===== src/rtl/serial_adder_if.sv =====
// Start/busy/done handshake bundle for the bit-serial adder.
// The controller drives the request side and the adder drives the result side.
interface serial_adder_if #(
    parameter int WIDTH = 8
);
    logic             start;
    logic [WIDTH-1:0] a;
    logic [WIDTH-1:0] b;
    logic             cin;
    logic             busy;
    logic             done;
    logic [WIDTH-1:0] sum;
    logic             cout;

    modport master (
        output start, a, b, cin,
        input  busy, done, sum, cout
    );

    modport slave (
        input  start, a, b, cin,
        output busy, done, sum, cout
    );
endinterface


===== src/rtl/serial_adder.sv =====
// LSB-first bit-serial adder: one full-adder cell plus a carry flip-flop
// produces {cout,sum} = a + b + cin over WIDTH clocks behind a start/busy/done handshake.
module serial_adder #(
    parameter int WIDTH = 8
) (
    input  logic          clk,
    input  logic          rst,
    serial_adder_if.slave bus
);
    localparam int CW = 6;
    localparam logic [CW-1:0] LAST_BIT = CW'(WIDTH - 1);

    typedef enum logic {
        IDLE,
        RUN
    } state_t;

    state_t           r_state;
    logic [WIDTH-1:0] r_a;
    logic [WIDTH-1:0] r_b;
    logic [WIDTH-1:0] r_sum;
    logic             r_carry;
    logic             r_cout;
    logic             r_busy;
    logic             r_done;
    logic [CW-1:0]    r_count;

    logic             w_ai;
    logic             w_bi;
    logic             w_s;
    logic             w_c;
    logic [WIDTH-1:0] w_sumNext;

    assign w_ai = r_a[0];
    assign w_bi = r_b[0];
    assign w_s  = w_ai ^ w_bi ^ r_carry;
    assign w_c  = (w_ai & w_bi) | (r_carry & (w_ai ^ w_bi));

    // New sum bit enters at the MSB so the LSB-first stream ends up in place after WIDTH shifts.
    always_comb begin
        w_sumNext            = r_sum >> 1;
        w_sumNext[WIDTH-1]   = w_s;
    end

    always_ff @(posedge clk) begin
        if (rst) begin
            r_state <= IDLE;
            r_a     <= '0;
            r_b     <= '0;
            r_sum   <= '0;
            r_carry <= 1'b0;
            r_cout  <= 1'b0;
            r_busy  <= 1'b0;
            r_done  <= 1'b0;
            r_count <= '0;
        end else begin
            r_done <= 1'b0;
            case (r_state)
                IDLE: begin
                    if (bus.start) begin
                        r_a     <= bus.a;
                        r_b     <= bus.b;
                        r_carry <= bus.cin;
                        r_count <= '0;
                        r_busy  <= 1'b1;
                        r_state <= RUN;
                    end
                end
                RUN: begin
                    r_sum   <= w_sumNext;
                    r_a     <= r_a >> 1;
                    r_b     <= r_b >> 1;
                    r_carry <= w_c;
                    r_count <= r_count + 1'b1;
                    if (r_count == LAST_BIT) begin
                        r_cout  <= w_c;
                        r_busy  <= 1'b0;
                        r_done  <= 1'b1;
                        r_state <= IDLE;
                    end
                end
                default: r_state <= IDLE;
            endcase
        end
    end

    assign bus.busy = r_busy;
    assign bus.done = r_done;
    assign bus.sum  = r_sum;
    assign bus.cout = r_cout;
endmodule


===== src/flat_wrapper.sv =====
// flat-port wrapper written by rule: the top's interface ports become plain ports
module serial_adder_flat 
#(
    parameter int WIDTH = 8
)
  (clk, rst, bus_start, bus_a, bus_b, bus_cin, bus_busy, bus_done, bus_sum, bus_cout);
  serial_adder_if #(.WIDTH(WIDTH)) bus_i ();
  input  logic clk;
  input  logic rst;
  input wire logic [$bits(bus_i.start)-1:0] bus_start;
  input wire logic [$bits(bus_i.a)-1:0] bus_a;
  input wire logic [$bits(bus_i.b)-1:0] bus_b;
  input wire logic [$bits(bus_i.cin)-1:0] bus_cin;
  output wire logic [$bits(bus_i.busy)-1:0] bus_busy;
  output wire logic [$bits(bus_i.done)-1:0] bus_done;
  output wire logic [$bits(bus_i.sum)-1:0] bus_sum;
  output wire logic [$bits(bus_i.cout)-1:0] bus_cout;
  assign bus_i.start = bus_start;
  assign bus_i.a = bus_a;
  assign bus_i.b = bus_b;
  assign bus_i.cin = bus_cin;
  assign bus_busy = bus_i.busy;
  assign bus_done = bus_i.done;
  assign bus_sum = bus_i.sum;
  assign bus_cout = bus_i.cout;
  serial_adder #(.WIDTH(WIDTH)) u_core (.clk(clk), .rst(rst), .bus(bus_i));
endmodule

===== config.mk =====
export PLATFORM = sky130hd
export DESIGN_NAME = serial_adder_flat
export DESIGN_NICKNAME = d
export VERILOG_FILES = /design/src/rtl/serial_adder_if.sv /design/src/rtl/serial_adder.sv /design/src/flat_wrapper.sv
export SDC_FILE = /design/constraint.sdc
export NUM_CORES = 1
export LEC_CHECK = 0
export CORE_MARGIN = 1
export CORE_UTILIZATION = 30
export CTS_CLUSTER_DIAMETER = 100
export DETAILED_ROUTE_END_ITERATION = 12
export PLACE_DENSITY_LB_ADDON = 0.08
export REMOVE_ABC_BUFFERS = 1
export SYNTH_ARGS = -nofsm -noshare
export SYNTH_HDL_FRONTEND = slang
export SYNTH_SLANG_ARGS = --single-unit

===== constraint.sdc =====
create_clock -name clk -period 3.2 [get_ports clk]
set_clock_uncertainty 0.05 [all_clocks]
set_input_delay 0.64 -clock clk [delete_from_list [all_inputs] [get_ports clk]]
set_output_delay 0.64 -clock clk [all_outputs]
set_load 0.01 [all_outputs]

==> flow_metrics.tcl <==
set metrics [dict create \
    ys_seq_area_frac 0.458 \
    cp_num_buf_inv 1 \
    fin_util 0.410 \
    final.min_clock_period_ns 1.90 \
    tns_ns 0 \
    nNetsFinal 203 \
    r2r-start "u_core.r_state" \
    tightest_slew_ns 0.414 \
    htree_levels 2 \
    drc 0 \
    p_leak_nw 0.775 \
    yosysMostFrequentCell "dfxtp_1" \
    fmax_ghz 0.527 \
    cts_tree "built" \
    final_area_um2 1970 \
    ys_warn_count 0 \
    synth_top_area_share 0.458 \
    wl_met3_um 163 \
    drt_first_pass_iters 4 \
    cts_buffer_depth 2 \
    cts-root-buf "clkbuf_8" \
    synth_ff_type "dfxtp_1" \
    cp-end-kind "primary output" \
    maxSlewViolCount 0 \
    max_stage_delay_ns 0.55 \
    cts_buffers 5 \
    post-dp-hpwl_um 1970 \
    grt_start_max_net_pins 24 \
    clk_pin_slew_ns 0.07 \
    ys_types 27 \
    drt_iter0_drc 35 \
    ys_top_cells_by_count "dfxtp_1 (35), nor2_1 (29), mux2i_1 (26)" \
    overflow 0 \
    layout-drive-gt1-share 0.165 \
    cp_slowest_cell "clkdlybuf4s50_1" \
    die_x_um 73.4 \
    crit_fanout 3 \
    ys_async_sr_fraction 0 \
    startpoint_type "register" \
    synth_area_leaders "dfxtp_1 (46%), mux2i_1 (17%), mux2_2 (11%), nor2_1 (7.1%), buf_4 (2.0%)" \
    syn_area_um2 1530 \
    fp-row-count 25 \
    critPathTopFamily "buffers and inverters" \
    dr_wl_met2_um 1370 \
    initial_core_util 0.318 \
    cts_hold_buf 0 \
    cp-startpoint "u_core.bus.sum[6]" \
    dieArea_um2 5390 \
    postCtsSetupRepairBufs 0 \
    timing.final.crit_share 0.593 \
    area_growth_pct 29.0 \
    syn_avg_cell_area_um2 10.2 \
    vias 1120 \
    rsz0062_at_grt "no" \
    synth_edf_count 0 \
    finalPower_mw 0.890 \
    dr.max_layer_used "met4" \
    die_y_um 73.4 \
    grt_use_total 0.128 \
    ant_nets 0 \
    core_area_um2 4820 \
    ys_ff_latch 35 \
    required_ns 2.51 \
    n_antenna_cell 0 \
    place.gp.congestion 0.690 \
    wl_um 2890 \
    ir_worst_vdd_mv 0.231 \
    relSlewSlack 0.724 \
    postSynthCellCount 150 \
    io_buffers 30 \
    final_hold_viol_count 0 \
    hold_start "u_core.r_b[5]" \
    hold_class "register to register" \
    ios 31 \
    wl_per_cell_um 11.6 \
    maxCapViolCount 0 \
    pwr_density_cell_nw_per_um2 451 \
    cts_sinks 35 \
    yosys.area.top_type "dfxtp_1" \
    path_class "register to primary output" \
    ctsResizeCount 0 \
    antenna_found_initial 0 \
    grt_pass1_vias 1137 \
    clkLatencyLatePin_ns 0.28 \
    worstPathArrival_ns 1.21 \
    wl_met1_um 1330 \
    setup_viol 0 \
    place_area_um2 1890 \
    status "finished, final reports clean" \
    crit_chain "clkdlybuf4s50_1" \
    grt_pass1_wl_um 5130 \
    fin_hold_ws_ns 0.436 \
    routed_via_density 4.50 \
]
-- registers in the layout (all words and copies together), names as in the netlist --
signal	count
u_core.bus.sum	8
u_core.r_state	1
u_core.bus.cout	1
u_core.r_b	8
u_core.r_count	6
u_core.r_a	8
u_core.bus.busy	1
u_core.r_carry	1
u_core.bus.done	1
-- cells in the final DEF (no fill, tap or decap), types with 4 or more instances in the layout --
master           instances
dfxtp_1                 34
clkdlybuf4s50_1         30
nor2_1                  29
mux2i_1                 26
mux2_2                  15
a21oi_1                  5
clkbuf_8                 5
nor3_1                   4
buf_4                    4
-- per-stage QoR --
step | worst slack (ns) | cells
floorplan | 1.17 | 140
global placement | 1.08 | 241
detailed placement | 1.06 | 241
CTS | 1.27 | 249
global route | 1.23 | 249
finish | 1.30 | 249
-- cell families after synthesis --
group                    synth area share
AO/OA/AOI/OAI                      0.0392
XOR/XNOR                          0.00572
adder cells (fa/ha/maj)            0.0213
buffers and inverters              0.0409
flip-flops                          0.458
multiplexers                        0.280
AND/OR/NAND/NOR                     0.155
-- report_power, final --
| part | total (mW) | switching [mW] | leakage, nW | internal, mW |
|---|---|---|---|---|
| Clock | 0.306 | 0.157 | 0.0477 | 0.149 |
| Combinational | 0.111 | 0.0438 | 0.441 | 0.0674 |
| Sequential | 0.473 | 0.0173 | 0.286 | 0.455 |
-- per-layer routing --
metal / vias to the layer above / track usage
met5: - / 0
met3: 2 / 0.0535
li1: 572 / -
met1: 519 / 0.153
met2: 27 / 0.205
met4: 0 / 0.0449
-- cell type report --
type,count,area (µm²)
Fill cell,508,2840
Clock buffer,5,68.8
Inverter,2,7.51
Multi-Input combinational cell,103,767
Clock inverter,3,15.0
Tap cell,67,83.8
Timing Repair Buffer,34,330
Sequential cell,35,702
-- final timing paths --
kind | to | slack [ns] | depth (start not counted)
worst min-delay path | u_core.r_b[4] | 0.44 | 2
worst max register to register | u_core.r_a[3] | 1.76 | 3
worst min register to register | u_core.r_b[4] | 0.44 | 2
worst max-delay path | bus_sum[6] | 1.30 | 1
Note: power is estimated with default switching activity, not from simulation.
==> patch, RTL diff (config.mk and constraints unchanged) <==
Change the localparam `CW` from 6 to 3.
--- a/src/rtl/serial_adder.sv
+++ b/src/rtl/serial_adder.sv
@@ -7,7 +7,7 @@
     input  logic          rst,
     serial_adder_if.slave bus
 );
-    localparam int CW = 6;
+    localparam int CW = 3;
     localparam logic [CW-1:0] LAST_BIT = CW'(WIDTH - 1);
 
     typedef enum logic {
Formal check against the unedited RTL: same outputs for any inputs over 10 cycles, from zero or initial values and one cycle with rst high; that may be too few to reach the edited logic, so the function may still have changed.
==> patch against the unedited design <==
- the flow now finishes with violations (design-rule violations)
- synthesized area fell by 7.9%
- power decreased by 2.2%
- global-route usage decreased by 1.2 points
- critical path type unchanged
- setup slack better by 0.014 ns
- wire length decreased by 7.5%
- sequential share of layout area fell by 0.36 points
- largest cell class unchanged
- design area decreased by 7.8%
- sequential cell count decreased by 3
==> patch: results (changes against the unedited design) <==
| Metric | Value |
|---|---|
| Worst flop-to-flop path endpoint | `u_core.r_a[0]` |
| Post-synthesis xor/xnor area fraction | `0% (-0.57 points)` |
| Hold Path Origin | `u_core.bus.busy` |
| Worst Setup SP | `u_core.bus.sum[7]` |
| Hold_ws | `0.444 ns (+0.00795 ns)` |
| Worst-skew pair later-pin latency | `0.28 ns (about the same)` |
| Worst hold stages | `2 (unchanged)` |
| CP max stage cell | `clkdlybuf4s50_1` |
| Vias in the first global route | `996 (-12%)` |
| Mux cell area share after synthesis | `17.8% (-10 points)` |
| Worst Max-Slew Pin Slew | `0.799 ns (+0.384 ns)` |
| Fin cells | `214 (-14%)` |
| Post-DP Area | `1730 um2 (-8.6%)` |
| Hold Path Sink | `u_core.bus.busy` |
| Gates resized, CTS repair | `0 (unchanged)` |
| Critical path endpoint | `bus_sum[7]` |
| Final cycle utilization of the critical path | `58.8% (-0.44 points)` |
| Crit path largest cell delay | `0.55 ns (about the same)` |
| Arrival time worst endpoint | `1.19 ns (-0.02 ns)` |
| Layout Nets | `185 (-8.9%)` |
| N_diodes | `0 (unchanged)` |
| Worst reg2reg setup slack | `1.39 ns (-0.37 ns)` |
| Failing checks | `design-rule violations` |
| Final Cell Area | `1820 um2 (-7.8%)` |
| Leakage power | `0.726 nW (-6.2%)` |
| Worst R2R Path Depth | `2 (-1)` |
| Seq/Total Area, Yosys | `45.5% (-0.32 points)` |
| Hold Crit Class | `flop to flop` |
| Cells after synthesis | `131 (-13%)` |
| Pin count of the biggest net entering global routing | `33 (+38%)` |
| Post-synth top cells | `dfxtp_1, mux2i_1, nor2b_1` |
| GRT Util Overall | `11.6% (-1.2 points)` |
| Synth top area cells | `dfxtp_1, mux2i_1, nor2b_1` |
| Ys Warns | `0 (unchanged)` |
| IO Port Bufs | `30 (unchanged)` |
| VDD IR-drop max | `208 uV (-9.9%)` |
| Pre-Repair DR Iteration Count | `8 (+4)` |
| Gp weighted congestion | `0.627 (-9.1%)` |
| Adder-Cell Fraction of Synth Area | `4.09% (+2.0 points)` |
| Placed wire-length estimate | `1680 um (-15%)` |
| Post-place setup slack | `1.21 ns (+0.148 ns)` |
| First-pass GRT wire length | `4440 um (-14%)` |
| Share of cells above drive strength 1 | `11.1% (-5.4 points)` |
| Synth cell types | `23 (-15%)` |
| # DRC | `8 (+8)` |
| Total Wirelength | `2670 um (-7.5%)` |
| Top delay family on crit path | `buffers and inverters` |
| CTS Buffer Depth | `2 (unchanged)` |
| Iter 0 DRT Violations | `35 (unchanged)` |
| Complex-gate fraction of the synthesized area | `13.6% (+9.7 points)` |
| DR vias/cell | `4.74 (+5.3%)` |
| Worst R2R Start | `u_core.r_state` |
| Fraction of registers with async set/reset | `0% (unchanged)` |
| # H-tree levels | `2 (unchanged)` |
| # fillers | `462 (-9.1%)` |
| CTS root buffer | `clkbuf_8` |
| Status | `finished with violations` |
==> patch: cell types whose count changed after synthesis, sizes merged, moves of 2 or more <==
cell	delta
a211oi	+14
nand3	-2
nor2	-19
nor3b	-3
o21a	-2
nor3	-2
mux2	-15
or3b	+2
ha	+2
dfxtp	-3
nor2b	+13
==> patch: final cells by class <==
class	count	share of cell area (%)
Timing Repair Buffer	33	17.7
Inverter	1	0.206
Clock buffer	6	4.54
Tap cell	52	3.57
Sequential cell	32	35.2
Clock inverter	2	0.550
Multi-Input combinational cell	88	38.2
==> patch: metal layers <==
layer / vias up / track usage [%] / share of wire, %
li1: 519 / - / -
met1: 463 / 14.2 / 51
met2: 27 / 18.0 / 41
met3: 5 / 4.42 / 6.2
met4: 0 / 5.33 / 1.8
met5: - / 0 / 0
==> patch: report_power, final <==
part | internal (mW) | switching (mW)
sequential | 0.422 | 0.0184
combinational | 0.0640 | 0.0467
clock | 0.171 | 0.148
